--- src/rtl/uc_asteroide.sv ---
// uc_asteroide: control unit for the asteroid table of the game. It sequences
// a slot counter over 16 asteroid slots to spawn, move, retire and destroy asteroids.
// Latency: registered Moore state; a spawn takes 2 cycles per visited slot + 2; a move scan takes 3/4/6 cycles per slot + 1.
// Backpressure: spawn/tick_move are sampled only in ESPERA (pronto=1); requests made while busy are dropped.
//
// Ports:
//   clock, reset              rising-edge clock, asynchronous active-low reset
//   iniciar                   start of session (accepted in IDLE only)
//   spawn, tick_move          operation requests (accepted in ESPERA only, spawn wins)
//   rco_contador_aste         slot counter is at the last slot
//   loaded_aste, destruido_aste, colisao_aste_com_nave, opcode_aste,
//   aste_coor_x, aste_coor_y  status of the slot addressed by the counter
//   conta/reset_contador_aste slot counter increment / clear
//   select_mux_pos_aste       write data: 00 sum->x, 01 sum->y, 10 random, 11 hold
//   select_mux_coor_aste      adder operand: 0 x, 1 y
//   select_soma_sub_aste      adder op: 0 add, 1 subtract
//   enable_mem_aste           position memory write
//   enable_load_aste          load/destroyed memory write with new_load_aste/new_destruido_aste
//   reset_memoria_load        clears every load/destroyed flag
//   reset_gerador_random, reset_reg_nave, enable_reg_nave   auxiliary datapath controls
//   pronto, fim_varredura, sem_espaco, colisao, db_estado   status and debug

module uc_asteroide (
  input  logic       clock,
  input  logic       reset,
  input  logic       iniciar,
  input  logic       spawn,
  input  logic       tick_move,
  input  logic       rco_contador_aste,
  input  logic       loaded_aste,
  input  logic       destruido_aste,
  input  logic       colisao_aste_com_nave,
  input  logic [1:0] opcode_aste,
  input  logic [3:0] aste_coor_x,
  input  logic [3:0] aste_coor_y,
  output logic       conta_contador_aste,
  output logic       reset_contador_aste,
  output logic [1:0] select_mux_pos_aste,
  output logic       select_mux_coor_aste,
  output logic       select_soma_sub_aste,
  output logic       enable_mem_aste,
  output logic       enable_load_aste,
  output logic       reset_memoria_load,
  output logic       new_load_aste,
  output logic       new_destruido_aste,
  output logic       reset_gerador_random,
  output logic       reset_reg_nave,
  output logic       enable_reg_nave,
  output logic       pronto,
  output logic       fim_varredura,
  output logic       sem_espaco,
  output logic       colisao,
  output logic [3:0] db_estado
);

  typedef enum logic [3:0] {
    IDLE       = 4'd0,
    LIMPA      = 4'd1,
    ESPERA     = 4'd2,
    LE_SPAWN   = 4'd3,
    VER_SPAWN  = 4'd4,
    ESC_SPAWN  = 4'd5,
    LE_MOVE    = 4'd6,
    VER_MOVE   = 4'd7,
    MOVE       = 4'd8,
    ESPERA_MEM = 4'd9,
    CHECA      = 4'd10,
    PROX       = 4'd11,
    FIM        = 4'd12,
    LIBERA     = 4'd13
  } state_t;

  state_t state;
  state_t state_nxt;

  // The current slot sits on the border it is heading towards; one more step
  // would wrap the 4-bit coordinate, so the asteroid is retired instead.
  logic at_edge;

  always_comb begin
    at_edge = 1'b0;
    case (opcode_aste)
      2'b00:   at_edge = (aste_coor_x == 4'd15);
      2'b01:   at_edge = (aste_coor_x == 4'd0);
      2'b10:   at_edge = (aste_coor_y == 4'd15);
      default: at_edge = (aste_coor_y == 4'd0);
    endcase
  end

  // State register
  always_ff @(posedge clock or negedge reset) begin
    if (!reset) begin
      state <= IDLE;
    end else begin
      state <= state_nxt;
    end
  end

  // Next-state logic
  always_comb begin
    state_nxt = state;
    case (state)
      IDLE:       if (iniciar) state_nxt = LIMPA;
      LIMPA:      state_nxt = ESPERA;
      ESPERA: begin
        if (spawn)          state_nxt = LE_SPAWN;
        else if (tick_move) state_nxt = LE_MOVE;
      end
      LE_SPAWN:   state_nxt = VER_SPAWN;
      VER_SPAWN: begin
        if (!loaded_aste)            state_nxt = ESC_SPAWN;
        else if (rco_contador_aste)  state_nxt = FIM;
        else                         state_nxt = LE_SPAWN;
      end
      ESC_SPAWN:  state_nxt = FIM;
      LE_MOVE:    state_nxt = VER_MOVE;
      VER_MOVE: begin
        if (loaded_aste && !destruido_aste) state_nxt = at_edge ? LIBERA : MOVE;
        else                                state_nxt = PROX;
      end
      MOVE:       state_nxt = ESPERA_MEM;
      ESPERA_MEM: state_nxt = CHECA;
      CHECA:      state_nxt = PROX;
      PROX:       state_nxt = rco_contador_aste ? FIM : LE_MOVE;
      FIM:        state_nxt = ESPERA;
      LIBERA:     state_nxt = PROX;
      default:    state_nxt = IDLE;
    endcase
  end

  // Output logic. A few outputs also look at the current slot status, so that
  // the counter step and the status writes happen in the same cycle as the decision.
  always_comb begin
    conta_contador_aste  = 1'b0;
    reset_contador_aste  = 1'b0;
    select_mux_pos_aste  = 2'b11;
    select_mux_coor_aste = 1'b0;
    select_soma_sub_aste = 1'b0;
    enable_mem_aste      = 1'b0;
    enable_load_aste     = 1'b0;
    reset_memoria_load   = 1'b0;
    new_load_aste        = 1'b0;
    new_destruido_aste   = 1'b0;
    reset_gerador_random = 1'b0;
    reset_reg_nave       = 1'b0;
    enable_reg_nave      = 1'b0;
    pronto               = 1'b0;
    fim_varredura        = 1'b0;
    sem_espaco           = 1'b0;
    case (state)
      LIMPA: begin
        reset_contador_aste  = 1'b1;
        reset_memoria_load   = 1'b1;
        reset_gerador_random = 1'b1;
        reset_reg_nave       = 1'b1;
      end
      ESPERA: begin
        pronto          = 1'b1;
        enable_reg_nave = 1'b1;
      end
      VER_SPAWN: begin
        // Occupied slot: either the table is full, or look at the next slot.
        if (loaded_aste) begin
          if (rco_contador_aste) sem_espaco          = 1'b1;
          else                   conta_contador_aste = 1'b1;
        end
      end
      ESC_SPAWN: begin
        select_mux_pos_aste = 2'b10;
        enable_mem_aste     = 1'b1;
        enable_load_aste    = 1'b1;
        new_load_aste       = 1'b1;
      end
      MOVE: begin
        // opcode[1] picks the axis, opcode[0] the sign of the step.
        select_mux_coor_aste = opcode_aste[1];
        select_soma_sub_aste = opcode_aste[0];
        select_mux_pos_aste  = {1'b0, opcode_aste[1]};
        enable_mem_aste      = 1'b1;
      end
      CHECA: begin
        // A hit keeps the slot loaded but marks it destroyed, so later scans skip it.
        if (colisao_aste_com_nave) begin
          enable_load_aste   = 1'b1;
          new_load_aste      = 1'b1;
          new_destruido_aste = 1'b1;
        end
      end
      PROX: begin
        if (!rco_contador_aste) conta_contador_aste = 1'b1;
      end
      FIM: begin
        reset_contador_aste = 1'b1;
        fim_varredura       = 1'b1;
      end
      LIBERA: begin
        enable_load_aste = 1'b1;
      end
      default: begin
      end
    endcase
  end

  // Sticky collision flag: set by any hit during a scan, cleared only when a
  // new session starts or by reset.
  always_ff @(posedge clock or negedge reset) begin
    if (!reset) begin
      colisao <= 1'b0;
    end else if (state == LIMPA) begin
      colisao <= 1'b0;
    end else if (state == CHECA && colisao_aste_com_nave) begin
      colisao <= 1'b1;
    end
  end

  assign db_estado = state;

endmodule

--- config.mk ---
export PLATFORM = sky130hd
export DESIGN_NAME = uc_asteroide
export DESIGN_NICKNAME = d
export VERILOG_FILES = /design/src/rtl/uc_asteroide.sv
export SDC_FILE = /design/constraint.sdc
export NUM_CORES = 1
export LEC_CHECK = 0
export ABC_CLOCK_PERIOD_IN_PS = 1750
export BUFFER_PORTS_ARGS = -buffer_cell sky130_fd_sc_hd__clkbuf_2
export CAP_MARGIN = 40
export CELL_PAD_IN_SITES_DETAIL_PLACEMENT = 0
export CELL_PAD_IN_SITES_GLOBAL_PLACEMENT = 2
export CORE_MARGIN = 3
export CORE_UTILIZATION = 18
export DETAILED_ROUTE_END_ITERATION = 6
export PLACE_DENSITY = 0.8
export SYNTH_ARGS = -nofsm -noshare
export SYNTH_HDL_FRONTEND = slang
export SYNTH_SLANG_ARGS = --single-unit
--- constraint.sdc ---
create_clock -name clock -period 1.75 [get_ports clock]
set_input_delay 0.0875 -clock clock [delete_from_list [all_inputs] [get_ports clock]]
set_output_delay 0.0875 -clock clock [all_outputs]
set_load 0.02 [all_outputs]
==> flow_metrics.env <==
export IMPL_status="complete, but fails checks"
export IMPL_violations="setup timing"
export IMPL_placementRows=19
export IMPL_grt_max_degree=14
export IMPL_syn_area_um2=553
export IMPL_cts_root_buf="clkbuf_4"
export IMPL_skew_ps=1.55
export IMPL_seq_power_share=0.151
export IMPL_drc=0
export IMPL_grtUsageTotal=0.102
export IMPL_antenna_cells=0
export IMPL_critPathKind="in -> reg"
export IMPL_arrival_ps=1970
export IMPL_htreeDepth=1
export IMPL_cp_start_kind="primary input"
export IMPL_holdWs_ps=184
export IMPL_routed_wirelength_mm=1.99
export IMPL_path_max_fanout=2
export IMPL_dr_pass1_iters=6
export IMPL_area_growth_pct=73.1
export IMPL_critPathCaptureType="flop"
export IMPL_cap_viol_max_count=0
export IMPL_cp_data_required_time_ps=1920
export IMPL_setup_viol=1
export IMPL_hpwlAfterDp_mm=1.54
export IMPL_ys_warnings_count=0
export IMPL_start_util=0.194
export IMPL_ir_worst_vdd_uv=537
export IMPL_pwr_share_clk=0.079
export IMPL_final_setup_worst_slack_ps=-49.8
export IMPL_clk_pin_slew_worst_paths_ps=40
export IMPL_place_gp_congestion=0.892
export IMPL_cts_made_buffers=3
export IMPL_synth_seq_cells=5
export IMPL_clock_sink_count=5
export IMPL_post_drt_via_cell_ratio=5.00
export IMPL_ys_seq_area_frac=0.226
export IMPL_drt_iter0_drc=26
export IMPL_pwr_density_cell_nw_per_um2=1790
export IMPL_grt_pass1_wl_mm=2.83
export IMPL_port_buffers=40
export IMPL_period_share=1.03
export IMPL_grt_setup_unrepaired="yes"
export IMPL_slew_viol_final=0
export IMPL_post_drt_wl_per_cell_um=12.4
export IMPL_yosysUniqueCellTypes=29
export IMPL_post_route_min_period_ps=1800
export IMPL_p_sw_frac=0.515
export IMPL_finalHoldViolations=0
export IMPL_syn_nets=97
export IMPL_p_switching_mw=0.881
export IMPL_grt_overflow_total=0
export IMPL_die_h_um=61.4
export IMPL_grt_pass1_vias=622
export IMPL_core_area_um2=2850
export IMPL_die_w_um=61.4
export IMPL_drive_gt1_frac=0.523
export IMPL_fin_tns_setup_ps=-49.8
export IMPL_final_cell_mix="38 x clkbuf_2, 12 x buf_4, 9 x a21oi_1, 6 x nand2_1, 6 x o21ai_0"
export IMPL_cts_tree="built"
export IMPL_tightest_slew_ps=306
export IMPL_vias=805
export IMPL_syn_area_per_cell_um2=7.09
export IMPL_postLayoutCoreUtil=0.336
export IMPL_max_clock_path_buffers=2
export IMPL_relSlewSlack=0.796
export IMPL_insertion_delay_ps=240
export IMPL_min_delay_path_class="in -> reg"
export IMPL_leakagePower_nw=0.487
export IMPL_fin_nets=150
export IMPL_syn_inst=78
export IMPL_max_freq_mhz=556
export IMPL_postRouteAntennaNets=0
export IMPL_final_common_cell="clkbuf_2"
export IMPL_antenna_found_initial=0
export IMPL_dieArea_um2=3770
export IMPL_p_int_mw=0.831
export IMPL_num_io_pins=41
export IMPL_combinationalPowerShare=0.770
[layer usage]
metal  global-route usage  up-vias  routed length, um
li1                     -      390                  -
met1                0.142      373                874
met2                0.154       42                936
met3               0.0189        0                183
met4               0.0455        0                  0
met5                    0        -                  0
[registers in the layout, indices dropped and copies added, names as in the netlist]
register / cells
colisao: 1
db_estado: 4
[power groups by stage]
stage | clock network, mW | registers, mW | logic (mW)
after floorplan | 0 | 0.287 | 0.706
after global placement | 0 | 0.249 | 1.13
after detailed placement | 0 | 0.250 | 1.13
final | 0.136 | 0.258 | 1.32
after CTS | 0.139 | 0.248 | 1.15
after global routing | 0.156 | 0.271 | 1.44
[logic make-up after synthesis]
family	synth area share
and+or+nand+nor	0.355
AOI/OAI and AO/OA	0.244
buffers and inverters	0.115
DFF	0.226
muxes	0.0588
[path summary, 6_finish.rpt]
check | start | endpoint | slack, ps | depth (start not counted)
hold / removal | rco_contador_aste | db_estado[3] | 180 | 3
setup reg to reg | db_estado[3] | db_estado[2] | 120 | 4
min in group asynchronous | reset | colisao | 190 | 2
setup / recovery | aste_coor_x[0] | db_estado[2] | -50 | 6
hold reg to reg | colisao | colisao | 520 | 2
max in group asynchronous | reset | db_estado[0] | 1400 | 2
[stage by stage]
step	total power, mW	instance area, um^2	std cells	setup slack (ps)
finish	1.71	957	161	-49.8
global route	1.87	957	161	-96.4
CTS	1.53	866	155	-39.5
detailed placement	1.38	821	150	-298
global placement	1.38	821	150	-253
floorplan	0.993	563	78	-141
[layout make-up]
type | count | area [um^2]
Sequential cell | 5 | 126
Clock buffer | 4 | 26.3
Fill cell | 312 | 1900
Timing Repair Buffer | 55 | 335
Tap cell | 31 | 38.8
Inverter | 6 | 22.5
Multi-Input combinational cell | 60 | 408
[worst max-delay path, stage by stage]
cell,delay (ps)
buf_6,90
or4_1,510
mux4_2,460
or4_4,420
or3_1,310
o21ai_1,80
[cells in the mapped netlist]
library cell	count	area, um^2
a21oi_1	9	45.0
and4_1	1	8.76
clkbuf_1	3	11.3
o22ai_1	1	6.26
nor2_1	5	18.8
nand2_1	6	22.5
nor4_1	1	6.26
nand4_1	3	18.8
o21ai_0	7	35.0
inv_2	1	3.75
nor3_1	3	15.0
o211ai_1	1	7.51
or4_1	3	22.5
and3_1	3	18.8
o221ai_1	1	8.76
buf_4	4	30.0
or2b_4	1	11.3
a21o_1	1	7.51
nand3_1	2	10.0
mux2i_1	1	10.0
dfrtp_1	5	125
nand2b_1	1	6.26
a211oi_1	2	15.0
or2_1	1	6.26
mux4_2	1	22.5
inv_1	5	18.8
or3_1	3	18.8
nor2b_1	2	12.5
a311o_1	1	10.0
[what timing repair did]
action                                  4_1_cts  5_1_grt
hold buffers                                  1        0
gates resized for setup                       4       12
hold endpoints to repair                      5        0
endpoints found under the setup margin        2       11
pin swaps                                     0        0
setup buffers                                 0        6
Power figures use the tool's default switching activity.
